### config.mk
export PLATFORM = sky130hd
export DESIGN_NAME = ddr3_axi_bist
export DESIGN_NICKNAME = d
export VERILOG_FILES = /design/src/rtl/ddr3_bist_pkg.sv /design/src/rtl/ddr3_bist_chk.sv /design/src/rtl/ddr3_axi_bist.sv
export SDC_FILE = /design/constraint.sdc
export NUM_CORES = 1
export LEC_CHECK = 0
export ABC_AREA = 1
export CAP_MARGIN = 15
export CELL_PAD_IN_SITES_DETAIL_PLACEMENT = 0
export CELL_PAD_IN_SITES_GLOBAL_PLACEMENT = 1
export CORE_ASPECT_RATIO = 0.75
export CORE_UTILIZATION = 36
export CTS_BUF_LIST = sky130_fd_sc_hd__clkbuf_16
export DETAILED_ROUTE_END_ITERATION = 8
export PLACE_DENSITY = 0.87
export SLEW_MARGIN = 10
export SYNTH_ARGS = -nofsm -noshare
export SYNTH_HDL_FRONTEND = slang
export SYNTH_SLANG_ARGS = --single-unit
### constraint.sdc
create_clock -name clk -period 4.55 [get_ports clk]
set_input_delay 1.1375 -clock clk [delete_from_list [all_inputs] [get_ports clk]]
set_output_delay 1.1375 -clock clk [all_outputs]
set_load 0.01 [all_outputs]
### src/rtl/ddr3_bist_pkg.sv
// Shared state type, AXI constants and test pattern for the DDR3 AXI BIST.
package ddr3_bist_pkg;

  typedef enum logic [2:0] {
    IDLE,
    WR_ADDR,
    WR_DATA,
    WR_RESP,
    RD_ADDR,
    RD_DATA,
    FIN
  } bist_state_e;

  localparam logic [1:0] AXI_RESP_OKAY  = 2'b00;
  localparam logic [1:0] AXI_BURST_INCR = 2'b01;

  // Word written to, and expected back from, a given byte address.
  function automatic logic [31:0] bist_pattern(input logic [31:0] i_addr,
                                               input logic [31:0] i_seed);
    return i_addr ^ i_seed;
  endfunction

endpackage

### src/rtl/ddr3_bist_chk.sv
// Response and read-data checker: flags bad write responses and bad read beats,
// keeps a saturating error count and the byte address of the first error.
module ddr3_bist_chk
  import ddr3_bist_pkg::*;
#(
  parameter logic [3:0] AXI_ID = 4'h0
) (
  input  logic        clk,
  input  logic        rst_n,
  input  logic        i_clear,
  input  logic        i_bCheck,
  input  logic [3:0]  i_bid,
  input  logic [1:0]  i_bresp,
  input  logic [31:0] i_bAddr,
  input  logic        i_rCheck,
  input  logic [3:0]  i_rid,
  input  logic [1:0]  i_rresp,
  input  logic [31:0] i_rdata,
  input  logic        i_rlast,
  input  logic        i_lastBeat,
  input  logic [31:0] i_rAddr,
  input  logic [31:0] i_seed,
  output logic [15:0] o_errCount,
  output logic [31:0] o_firstErrAddr
);

  logic        w_bErr;
  logic        w_rErr;
  logic        w_err;
  logic [31:0] w_errAddr;
  logic [15:0] r_errCount;
  logic [31:0] r_firstErrAddr;

  // Classify this cycle's write response or read beat; several faults in one beat collapse to one error.
  always_comb begin
    w_bErr    = i_bCheck && ((i_bresp != AXI_RESP_OKAY) || (i_bid != AXI_ID));
    w_rErr    = i_rCheck && ((i_rdata != bist_pattern(i_rAddr, i_seed)) ||
                             (i_rresp != AXI_RESP_OKAY) ||
                             (i_rid != AXI_ID) ||
                             (i_rlast != i_lastBeat));
    w_err     = w_bErr || w_rErr;
    w_errAddr = w_bErr ? i_bAddr : i_rAddr;
  end

  // Saturating error counter; the first-error address is captured only on the 0->1 step.
  always_ff @(posedge clk) begin
    if (!rst_n || i_clear) begin
      r_errCount     <= '0;
      r_firstErrAddr <= '0;
    end else if (w_err) begin
      if (r_errCount != 16'hFFFF) r_errCount <= r_errCount + 16'd1;
      if (r_errCount == 16'd0) r_firstErrAddr <= w_errAddr;
    end
  end

  assign o_errCount     = r_errCount;
  assign o_firstErrAddr = r_firstErrAddr;

endmodule

### src/rtl/ddr3_axi_bist.sv
// AXI4 memory BIST: writes addr^seed over a region in fixed bursts, reads it back and checks it.
module ddr3_axi_bist
  import ddr3_bist_pkg::*;
#(
  parameter logic [31:0] BASE_ADDR = 32'h0000_0000,
  parameter int unsigned WORDS     = 4096,
  parameter int unsigned BURST_LEN = 16,
  parameter logic [3:0]  AXI_ID    = 4'h0
) (
  input  logic        clk,
  input  logic        rst_n,
  input  logic        start,
  input  logic [31:0] seed,
  output logic        busy,
  output logic        done,
  output logic        pass,
  output logic [15:0] err_count,
  output logic [31:0] first_err_addr,
  output logic [3:0]  axi4_awid,
  output logic [31:0] axi4_awaddr,
  output logic [7:0]  axi4_awlen,
  output logic [1:0]  axi4_awburst,
  output logic        axi4_awvalid,
  input  logic        axi4_awready,
  output logic [31:0] axi4_wdata,
  output logic [3:0]  axi4_wstrb,
  output logic        axi4_wlast,
  output logic        axi4_wvalid,
  input  logic        axi4_wready,
  input  logic [3:0]  axi4_bid,
  input  logic [1:0]  axi4_bresp,
  input  logic        axi4_bvalid,
  output logic        axi4_bready,
  output logic [3:0]  axi4_arid,
  output logic [31:0] axi4_araddr,
  output logic [7:0]  axi4_arlen,
  output logic [1:0]  axi4_arburst,
  output logic        axi4_arvalid,
  input  logic        axi4_arready,
  input  logic [3:0]  axi4_rid,
  input  logic [31:0] axi4_rdata,
  input  logic [1:0]  axi4_rresp,
  input  logic        axi4_rlast,
  input  logic        axi4_rvalid,
  output logic        axi4_rready
);

  localparam logic [7:0]  LEN_M1      = 8'(BURST_LEN - 1);
  localparam logic [31:0] BURST_BYTES = 32'(BURST_LEN * 4);
  localparam logic [31:0] LAST_BURST  = 32'(WORDS / BURST_LEN - 1);

  bist_state_e r_state;
  bist_state_e w_nextState;
  logic [31:0] r_seed;
  logic [31:0] r_addr;
  logic [7:0]  r_beat;
  logic [31:0] r_burst;
  logic        w_start;
  logic        w_lastBeat;
  logic        w_lastBurst;
  logic        w_wHs;
  logic        w_bHs;
  logic        w_rHs;
  logic [31:0] w_beatAddr;

  assign w_start     = start && ((r_state == IDLE) || (r_state == FIN));
  assign w_lastBeat  = (r_beat == LEN_M1);
  assign w_lastBurst = (r_burst == LAST_BURST);
  assign w_wHs       = axi4_wvalid && axi4_wready;
  assign w_bHs       = axi4_bvalid && axi4_bready;
  assign w_rHs       = axi4_rvalid && axi4_rready;
  assign w_beatAddr  = r_addr + {22'd0, r_beat, 2'b00};

  // State register.
  always_ff @(posedge clk) begin
    if (!rst_n) r_state <= IDLE;
    else        r_state <= w_nextState;
  end

  // Next-state logic: write all bursts, then read them all back, one burst outstanding at a time.
  always_comb begin
    w_nextState = r_state;
    unique case (r_state)
      IDLE, FIN: if (start)                      w_nextState = WR_ADDR;
      WR_ADDR:   if (axi4_awready)               w_nextState = WR_DATA;
      WR_DATA:   if (w_wHs && w_lastBeat)        w_nextState = WR_RESP;
      WR_RESP:   if (axi4_bvalid)                w_nextState = w_lastBurst ? RD_ADDR : WR_ADDR;
      RD_ADDR:   if (axi4_arready)               w_nextState = RD_DATA;
      RD_DATA:   if (w_rHs && w_lastBeat)        w_nextState = w_lastBurst ? FIN : RD_ADDR;
      default:                                   w_nextState = IDLE;
    endcase
  end

  // Output decode: handshakes, burst attributes and status all follow directly from the state.
  always_comb begin
    axi4_awvalid = (r_state == WR_ADDR);
    axi4_wvalid  = (r_state == WR_DATA);
    axi4_bready  = (r_state == WR_RESP);
    axi4_arvalid = (r_state == RD_ADDR);
    axi4_rready  = (r_state == RD_DATA);
    busy         = (r_state != IDLE) && (r_state != FIN);
    done         = (r_state == FIN);
    pass         = (r_state == FIN) && (err_count == 16'd0);
    axi4_awid    = AXI_ID;
    axi4_arid    = AXI_ID;
    axi4_awaddr  = r_addr;
    axi4_araddr  = r_addr;
    axi4_awlen   = LEN_M1;
    axi4_arlen   = LEN_M1;
    axi4_awburst = AXI_BURST_INCR;
    axi4_arburst = AXI_BURST_INCR;
    axi4_wdata   = bist_pattern(w_beatAddr, r_seed);
    axi4_wstrb   = 4'hF;
    axi4_wlast   = w_lastBeat;
  end

  // Seed latch plus burst address, beat and burst counters; the address only moves between bursts.
  always_ff @(posedge clk) begin
    if (!rst_n) begin
      r_seed  <= '0;
      r_addr  <= BASE_ADDR;
      r_beat  <= '0;
      r_burst <= '0;
    end else if (w_start) begin
      r_seed  <= seed;
      r_addr  <= BASE_ADDR;
      r_beat  <= '0;
      r_burst <= '0;
    end else begin
      if (w_wHs || w_rHs) r_beat <= w_lastBeat ? 8'd0 : r_beat + 8'd1;
      if (w_bHs || (w_rHs && w_lastBeat)) begin
        if (w_lastBurst) begin
          r_addr  <= BASE_ADDR;
          r_burst <= '0;
        end else begin
          r_addr  <= r_addr + BURST_BYTES;
          r_burst <= r_burst + 32'd1;
        end
      end
    end
  end

  ddr3_bist_chk #(
    .AXI_ID(AXI_ID)
  ) u_chk (
    .clk           (clk),
    .rst_n         (rst_n),
    .i_clear       (w_start),
    .i_bCheck      (w_bHs),
    .i_bid         (axi4_bid),
    .i_bresp       (axi4_bresp),
    .i_bAddr       (r_addr),
    .i_rCheck      (w_rHs),
    .i_rid         (axi4_rid),
    .i_rresp       (axi4_rresp),
    .i_rdata       (axi4_rdata),
    .i_rlast       (axi4_rlast),
    .i_lastBeat    (w_lastBeat),
    .i_rAddr       (w_beatAddr),
    .i_seed        (r_seed),
    .o_errCount    (err_count),
    .o_firstErrAddr(first_err_addr)
  );

endmodule

==> flow_metrics.tcl <==
set metrics [dict create \
    status "finished clean" \
    slew_headroom_pct 52.2 \
    pre_cts_ws_ps 307 \
    setup_tns_ps 0 \
    antenna_found_initial 3 \
    drt_pass1_iterations 5 \
    grt_max_degree 86 \
    startpoint "axi4_araddr[6]" \
    hold_buffers 0 \
    cts_buffers 17 \
    path_cells "ha_1 > nand2_2 > nand2_2 > nand2_2 > nand2_2 > nand2_1 > nor2_1 > nand2_1 > nand2_1 > nand2_1 > nand2_1 > clkdlybuf4s50_1" \
    clock_latency_ps 440 \
    crit_family "simple AND/OR/NAND/NOR gates" \
    die_area_um2 27600 \
    wirelength_um 32600 \
    ys_warn_count 0 \
    multi_input_area_um2 5450 \
    design.core.area_um2 26200 \
    start_kind "flop" \
    final_cells 2083 \
    worst_path_largest_cell_delay_ps 550 \
    grt_use_total_pct 23.6 \
    drv_slew 0 \
    fin_crit_sh_pct 93.3 \
    rr_worst_depth 23 \
    synth_edf_count 0 \
    dp_cells 2050 \
    ys_seq_elements 147 \
    avgViaCountPerCell 4.99 \
    area_growth_pct 28.7 \
    cp.depth 12 \
    crit_buf_inv 1 \
    worst_ep_arrival_time_ps 3110 \
    cts_tree "built" \
    num_rows 51 \
    fin_ws_ps 306 \
    clockBufferDepth 2 \
    timing.final.hold_violations 0 \
    yosysSeqAreaShare_pct 30.4 \
    dr_total_vias 10398 \
    place_hpwl_um 25200 \
    max_cap_viol_count 0 \
    rsz0062_at_grt "no" \
    power_mw 4.16 \
    first_global_vias 9382 \
    layout-drive-gt1-share_pct 6.10 \
    p_leak_nw 4.91 \
    routedWlPerCell_um 15.6 \
    drtIter0Drc 717 \
    irDropWorstVdd_uv 349 \
    clock-root-buffer "clkbuf_16" \
    critPathCapture "axi4_wdata[22]" \
    critical_path_class "reg2out" \
    path_clk_slew_ps 60 \
    setup_viol 0 \
    ios 270 \
    h-tree-depth 4 \
    overflow 0 \
    worstMarginPinSlew_ps 711 \
    syn_inst 1546 \
    r2r-end "u_chk.o_errCount[2]" \
    seq_area_um2 2940 \
    io_buffers 223 \
    syn_area_um2 9690 \
    crit_top_cell "nand2_1" \
    min-delay-path-class "reg2reg" \
    fin_nets 1819 \
    cpMaxStageDelayCell "clkdlybuf4s50_1" \
    die_h_um 144 \
    worst_clock_skew_ps 10.5 \
    yosysUniqueCellTypes 43 \
    crit_required_ps 3410 \
    drc_errors 0 \
    fillers 2728 \
    fin_crit_ps 4240 \
    ys.flop_type "dfxtp_1" \
    gp_congestion 0.876 \
    syn_area_per_cell_um2 6.27 \
    rr_startpoint "axi4_araddr[6]" \
    crit_fanout 11 \
    powerDensity_nw_per_um2 333 \
    fmax_mhz 236 \
    crit_path_end_kind "output port" \
    async_reset_ff_share_pct 0 \
    cts_sinks 147 \
    postRouteAntennaNets 0 \
    die_width_um 191 \
    initial_utilization_pct 37.0 \
    grt_pass1_wl_um 50200 \
    rrSetupSlack_ps 630 \
]
report_power, final:
group / internal [mW] / switching [mW] / leakage (nW)
sequential: 1.40 / 0.0787 / 1.19
combinational: 0.504 / 0.729 / 3.44
clock: 0.855 / 0.595 / 0.276
cells in the mapped netlist, types with 4 or more instances:
library cell | n | area share [%]
buf_2 | 7 | 0.36
nor4_1 | 21 | 1.4
buf_6 | 6 | 0.70
nand3_2 | 11 | 1.1
nand3b_1 | 9 | 0.70
nand2_2 | 14 | 0.90
xor2_1 | 12 | 1.1
nand3_1 | 171 | 8.8
o21ai_0 | 83 | 4.3
clkinv_1 | 4 | 0.15
nor2_1 | 141 | 5.5
clkbuf_1 | 28 | 1.1
nor2_2 | 16 | 1.0
inv_1 | 176 | 6.8
a21oi_1 | 136 | 7.0
ha_1 | 9 | 1.2
nor2_4 | 7 | 0.81
inv_2 | 8 | 0.31
o21ai_1 | 4 | 0.21
nand4_1 | 24 | 1.5
dfxtp_1 | 147 | 30
nor3_1 | 44 | 2.3
nand2_1 | 362 | 14
buf_4 | 75 | 5.8
how the worst min path moves through the flow:
stage,from,to,slack [ps],depth (start not counted)
6_report,r_seed[3],r_seed[3],470,2
5_1_grt,r_seed[4],r_seed[4],480,2
4_1_cts,r_seed[3],r_seed[3],470,2
3_5_place_dp,r_seed[3],r_seed[3],460,2
3_3_place_gp,r_seed[4],r_seed[4],450,2
2_1_floorplan,r_seed[3],r_seed[3],440,2
state kept, by name (all words and copies together) (netlist names):
name,count
axi4_araddr,26
u_chk.o_errCount,16
r_beat,8
r_burst,32
r_state,3
u_chk.o_firstErrAddr,30
r_seed,32
layer usage:
metal / global-route usage (%) / part of all wire, % / vias up
met5: 0 / 0 / -
met4: 6.47 / 1.5 / 0
met3: 5.36 / 7.7 / 35
met2: 36.3 / 43 / 373
met1: 33.0 / 48 / 4690
li1: - / - / 5300
cell usage in the layout, fill, tap and decap left out, types with 3 or more instances in the layout:
| master | synthesis | final |
|---|---|---|
| inv_2 | 8 | 8 |
| inv_1 | 176 | 177 |
| clkdlybuf4s50_1 | 0 | 223 |
| o21ai_1 | 4 | 4 |
| nand4_1 | 24 | 24 |
| clkinv_4 | 0 | 3 |
| nand3_1 | 171 | 171 |
| conb_1 | 2 | 46 |
| xor2_1 | 12 | 12 |
| a31oi_1 | 3 | 3 |
| ha_1 | 9 | 9 |
| nor3_1 | 44 | 44 |
| buf_4 | 75 | 8 |
| nor4_1 | 21 | 20 |
| nand3_2 | 11 | 11 |
| nor3b_1 | 3 | 3 |
| a21oi_1 | 136 | 135 |
| nor2_2 | 16 | 17 |
| nor2_1 | 141 | 140 |
| nand2_1 | 362 | 361 |
| dfxtp_1 | 147 | 146 |
| nand2_2 | 14 | 15 |
| nor2_4 | 7 | 7 |
| o21ai_0 | 83 | 83 |
| nand3b_1 | 9 | 9 |
| clkinv_1 | 4 | 5 |
| clkinvlp_4 | 0 | 5 |
| bufinv_16 | 0 | 3 |
| clkbuf_16 | 0 | 17 |
what timing repair did:
action	CTS	global route
endpoints found under the setup margin	0	11
setup buffers	0	0
gates resized for setup	0	2
hold endpoints to repair	0	0
area by class of cell:
type	instances	area share, %
clock inverters	14	1.33
clock buffers	17	3.41
multi-input cells	1137	43.7
diodes	2	0.0401
inverters	188	5.66
well taps	344	3.45
repair buffers	234	18.8
flip-flops and latches	147	23.6
through the flow:
step           hold WS (ps)  utilization (%)  area [um2]
6_report                469             47.6       12500
5_1_grt                 481             47.5       12500
4_1_cts                 467             47.5       12500
3_5_place_dp            458             45.3       11900
3_3_place_gp            454             45.3       11900
2_1_floorplan           444                -        9860
logic make-up (layout without fill, tap and decap cells):
logic type / count (synthesis) / in the layout / share of synthesized area (%)
simple gates: 831 / 831 / 38.9
buf+inv: 306 / 453 / 15.4
compound gates: 236 / 236 / 12.6
flops: 147 / 147 / 30.4
xor+xnor: 15 / 15 / 1.50
fa+ha+maj: 9 / 9 / 1.16
other cells: 2 / 48 / 0.0775
worst register-to-register path: cells and delay by family (launching register included):
kind                     cells  cell delay [ps]
AO/OA/AOI/OAI                1               60
adder cells (fa/ha/maj)      1              280
buffers and inverters        1              490
flip-flops                   1              490
AND/OR/NAND/NOR             20             2480
No activity file was read; power rests on OpenSTA's default activity.
==> patch 1, RTL diff (same settings) <==
The parameter `WORDS` goes from 4096 to 3072.
--- a/src/rtl/ddr3_axi_bist.sv
+++ b/src/rtl/ddr3_axi_bist.sv
@@ -3,7 +3,7 @@
   import ddr3_bist_pkg::*;
 #(
   parameter logic [31:0] BASE_ADDR = 32'h0000_0000,
-  parameter int unsigned WORDS     = 4096,
+  parameter int unsigned WORDS     = 3072,
   parameter int unsigned BURST_LEN = 16,
   parameter logic [3:0]  AXI_ID    = 4'h0
 ) (
Formal check against the unedited RTL: same outputs for any inputs over 10 cycles, from zero or initial values and one cycle with rst_n low; that may be too few to reach the edited logic, so the function may still have changed.
==> patch 1 against the original RTL <==
Die area fell by 0.99%. Total power is 0.52% higher. Final area decreased by 0.92%. First-iteration DRC count is 6.6% lower. Synthesized cell count down 0.39%. Synthesized area fell by 1.0%. Wire length down 0.87%. Cell count fell by 0.43%. Critical path depth stayed put. Hold slack lost 0.013 ns. Worst setup slack worse by 0.035 ns. Sequential cell count is the same. Critical endpoint is now axi4_wdata[31]. Largest power group unchanged. Highest routed layer unchanged.
==> patch 1: results (changes against the original RTL) <==
qor: status.status completed
qor: cells_and_area.final_nets 1,811 [-0.44%]
qor: worst_setup_path.cp.arrival 3.14 ns [+0.03 ns]
qor: worst_setup_path.critical_path.max_stage_delay 0.61 ns [+0.06 ns]
qor: logic_synthesis.netlist_top_cells_count sky130_fd_sc_hd__nand2_1 (390), sky130_fd_sc_hd__inv_1 (175), sky130_fd_sc_hd__nand3_1 (166)
qor: logic_synthesis.synth_xor_xnor_area_share 1.878% [+0.38 points]
qor: grt.grt_util_all_layers 23.46% [-0.17 points]
qor: logic_synthesis.synth_adder_area_share 1.174% [+0.012 points]
qor: grt.grt_pass1_vias 9,104 [-3.0%]
qor: grt.globalRouteMet2Util 34.79% [-1.5 points]
qor: logic_synthesis.synthTopCellsByArea sky130_fd_sc_hd__dfxtp_1 (31%), sky130_fd_sc_hd__nand2_1 (15%), sky130_fd_sc_hd__nand3_1 (8.7%), sky130_fd_sc_hd__inv_1 (6.8%), sky130_fd_sc_hd__a21oi_1 (6.7%)
qor: cells_and_area.layout.filler_cells 2,679 [-1.8%]
qor: worst_setup_path.cp_max_fo 10 [-1]
qor: cells_and_area.drive_gt1_share 5.491% [-0.61 points]
qor: timing.worst_pin_slew 0.8816 ns [+0.1709 ns]
qor: grt.grt_max_degree 63 [-27%]
qor: placed_design.post_dp_area 11,750 um2 [-1.0%]
qor: route.drc_violation_total_after_the_first_tritonroute_iteration 670 [-6.6%]
qor: route.routed-wl-met2 13,400 um [-3.3%]
qor: placed_design.place_hpwl 24,980 um [-0.87%]
qor: grt.grt_pass1_wl 49,820 um [-0.81%]
qor: grt.grt.met3_usage 5.665% [+0.30 points]
qor: placed_design.dpl_worst_slack 0.6242 ns [+0.3172 ns]
qor: logic_synthesis.yosysSeqAreaShare 30.67% [+0.31 points]
qor: route.wl_met3 2548 um [+1.1%]
qor: grt.antenna_violations_before_repair 0 [-3]
qor: placed_design.gp_congestion 0.8709 [-0.58%]
-- patch 1: cell count changes in the layout (fill, tap and decap cells not counted), moves of 4 or more --
cell,before,now
sky130_fd_sc_hd__o21a_1,0,5
sky130_fd_sc_hd__nand2_1,361,389
sky130_fd_sc_hd__nand2_2,15,9
sky130_fd_sc_hd__a21oi_1,135,128
sky130_fd_sc_hd__nand3_2,11,1
sky130_fd_sc_hd__nand3_1,171,166
sky130_fd_sc_hd__clkinv_1,5,1
-- patch 1: cell type report --
cell class              count  area, um2  area share, %
well taps                 344      430.4          3.483
flip-flops and latches    147       2944          23.83
clock buffers              17      425.4          3.443
repair buffers            232       2312          18.71
clock inverters            15      181.4          1.468
multi-input cells        1136       5376          43.51
inverters                 183      686.9          5.559
-- patch 1: final timing paths --
kind	endpoint	slack, ns	cells after the start
worst max-delay path	axi4_wdata[31]	0.27	12
worst min-delay path	r_burst[31]	0.46	1
worst max register to register	u_chk.o_firstErrAddr[10]	0.84	19
worst min register to register	r_burst[31]	0.46	1
-- patch 1: cell families after synthesis --
family / after synthesis
other: 2
adders and majority gates: 9
buffers and inverters: 301
AOI/OAI and AO/OA: 227
and+or+nand+nor: 835
DFF: 147
xor gates and xnor gates: 19
-- patch 1: power by group --
part,switching [mW],total [mW],internal [mW]
clock,0.611,1.48,0.868
sequential,0.0820,1.48,1.40
combinational,0.726,1.22,0.497
total,1.42,4.18,2.76
-- patch 1: per-stage QoR --
stage	total power, mW	std cells	hold slack [ns]
after global routing	4.405	2074	0.4907
after floorplan	2.235	1584	0.4220
after global placement	2.713	2042	0.4425
after detailed placement	2.726	2042	0.4504
after CTS	4.206	2074	0.4622
final	4.181	2074	0.4560
==> patch 2, RTL diff (same flow settings) <==
Without the edit above. The 7 states of `bist_state_e` get a one-hot encoding in 7 bits.
--- a/src/rtl/ddr3_bist_pkg.sv
+++ b/src/rtl/ddr3_bist_pkg.sv
@@ -1,14 +1,14 @@
 // Shared state type, AXI constants and test pattern for the DDR3 AXI BIST.
 package ddr3_bist_pkg;
 
-  typedef enum logic [2:0] {
-    IDLE,
-    WR_ADDR,
-    WR_DATA,
-    WR_RESP,
-    RD_ADDR,
-    RD_DATA,
-    FIN
+  typedef enum logic [6:0] {
+    IDLE    = 7'b0000001,
+    WR_ADDR = 7'b0000010,
+    WR_DATA = 7'b0000100,
+    WR_RESP = 7'b0001000,
+    RD_ADDR = 7'b0010000,
+    RD_DATA = 7'b0100000,
+    FIN     = 7'b1000000
   } bist_state_e;
 
   localparam logic [1:0] AXI_RESP_OKAY  = 2'b00;
Behaviour: same outputs for any inputs over 10 cycles, from zero or initial values and one cycle with rst_n low; not proved beyond that.
==> patch 2 against the original RTL <==
Wire length increased by 6.1%. Sequential cell count grew 4. Register-to-register slack better by 0.05 ns. Final area up 1.9%. Combinational power increased by 65%. Die area grew 2.5%. Worst setup slack worse by 0.011 ns. Synthesized area is 2.5% higher. Via count up 5.0%. Total power grew 23%. Critical endpoint is now axi4_wdata[24].
==> patch 2: results (changes against the original RTL) <==
qor: logic_synthesis.synth_cell_types 51 [+19%]
qor: worst_setup_path.critical_path.endpoint axi4_wdata[24]
qor: route.drc_violation_total_after_the_first_tritonroute_iteration 955 [+33%]
qor: timing.holdWs 0.4853 ns [+0.01638 ns]
qor: hold_path.hp-start u_chk.o_firstErrAddr[29]
qor: worst_setup_path.reg2reg_slack 0.68 ns [+0.05 ns]
qor: grt.grt_util_all_layers 24.12% [+0.50 points]
qor: worst_setup_path.worst_r2r_path_depth 21 [-8.7%]
qor: grt.grt_pass1_vias 9,760 [+4.0%]
qor: power.pg_seq 1.67 mW [+13%]
qor: cells_and_area.final_nets 1,883 [+3.5%]
qor: power.clock_share_of_power 27.6% [-7.3 points]
qor: power.p_clk 1.41 mW [-3%]
qor: cells_and_area.drive_gt1_share 5.605% [-0.50 points]
qor: route.routedLengthMet1 16,710 um [+6.3%]
qor: grt.globalRouteMet2Util 36.71% [+0.44 points]
qor: cells_and_area.layout.filler_cells 2,835 [+3.9%]
qor: logic_synthesis.yosysSeqAreaShare 30.43% [+0.068 points]
qor: hold_path.whs_endpoint u_chk.o_firstErrAddr[29]
qor: worst_setup_path.crit-reg2reg-capture u_chk.o_firstErrAddr[30]
qor: grt.met1_usage 34.42% [+1.5 points]
qor: logic_synthesis.synth_xor_xnor_area_share 0.9699% [-0.53 points]
qor: route.wl_per_cell 16.05 um [+2.6%]
qor: status.status completed
qor: route.routed-wl-met2 14,660 um [+5.8%]
qor: logic_synthesis.netlist_top_cells_count sky130_fd_sc_hd__nand2_1 (375), sky130_fd_sc_hd__nand3_1 (189), sky130_fd_sc_hd__nor2_1 (183)
qor: worst_setup_path.cp.arrival 3.12 ns [about the same]
qor: logic_synthesis.synthTopCellsByArea sky130_fd_sc_hd__dfxtp_1 (30%), sky130_fd_sc_hd__nand2_1 (14%), sky130_fd_sc_hd__nand3_1 (9.5%), sky130_fd_sc_hd__nor2_1 (6.9%), sky130_fd_sc_hd__inv_1 (6.8%)
qor: route.drt_pass1_iterations 7 [+2]
qor: power.power.share.switching 40.15% [+6.4 points]
qor: placed_design.gp_congestion 0.9172 [+4.7%]
qor: route.wl_met3 2597 um [+3.1%]
qor: placed_design.place_hpwl 26,290 um [+4.3%]
[patch 2: changes by cell type after synthesis, moves of 5 or more]
cell / delta
sky130_fd_sc_hd__nor2_1: +42
sky130_fd_sc_hd__a21oi_1: -29
sky130_fd_sc_hd__nor3_1: +28
sky130_fd_sc_hd__nand3_1: +18
sky130_fd_sc_hd__nand2_1: +13
sky130_fd_sc_hd__nand3_2: -8
sky130_fd_sc_hd__nand2_2: -6
sky130_fd_sc_hd__nor2_4: -6
sky130_fd_sc_hd__nand4_1: -5
sky130_fd_sc_hd__nor2_2: -5
[patch 2: cell type report]
cell class                      count  area, um2  area share (%)
Clock inverter                     15      141.4           1.112
Inverter                          192      720.7           5.669
Timing Repair Buffer              238       2357           18.54
Sequential cell                   151       3023           23.78
Multi-Input combinational cell   1189       5604           44.08
Tap cell                          351      439.2           3.454
Clock buffer                       17      425.4           3.346
Antenna cell                        1      2.502         0.01968
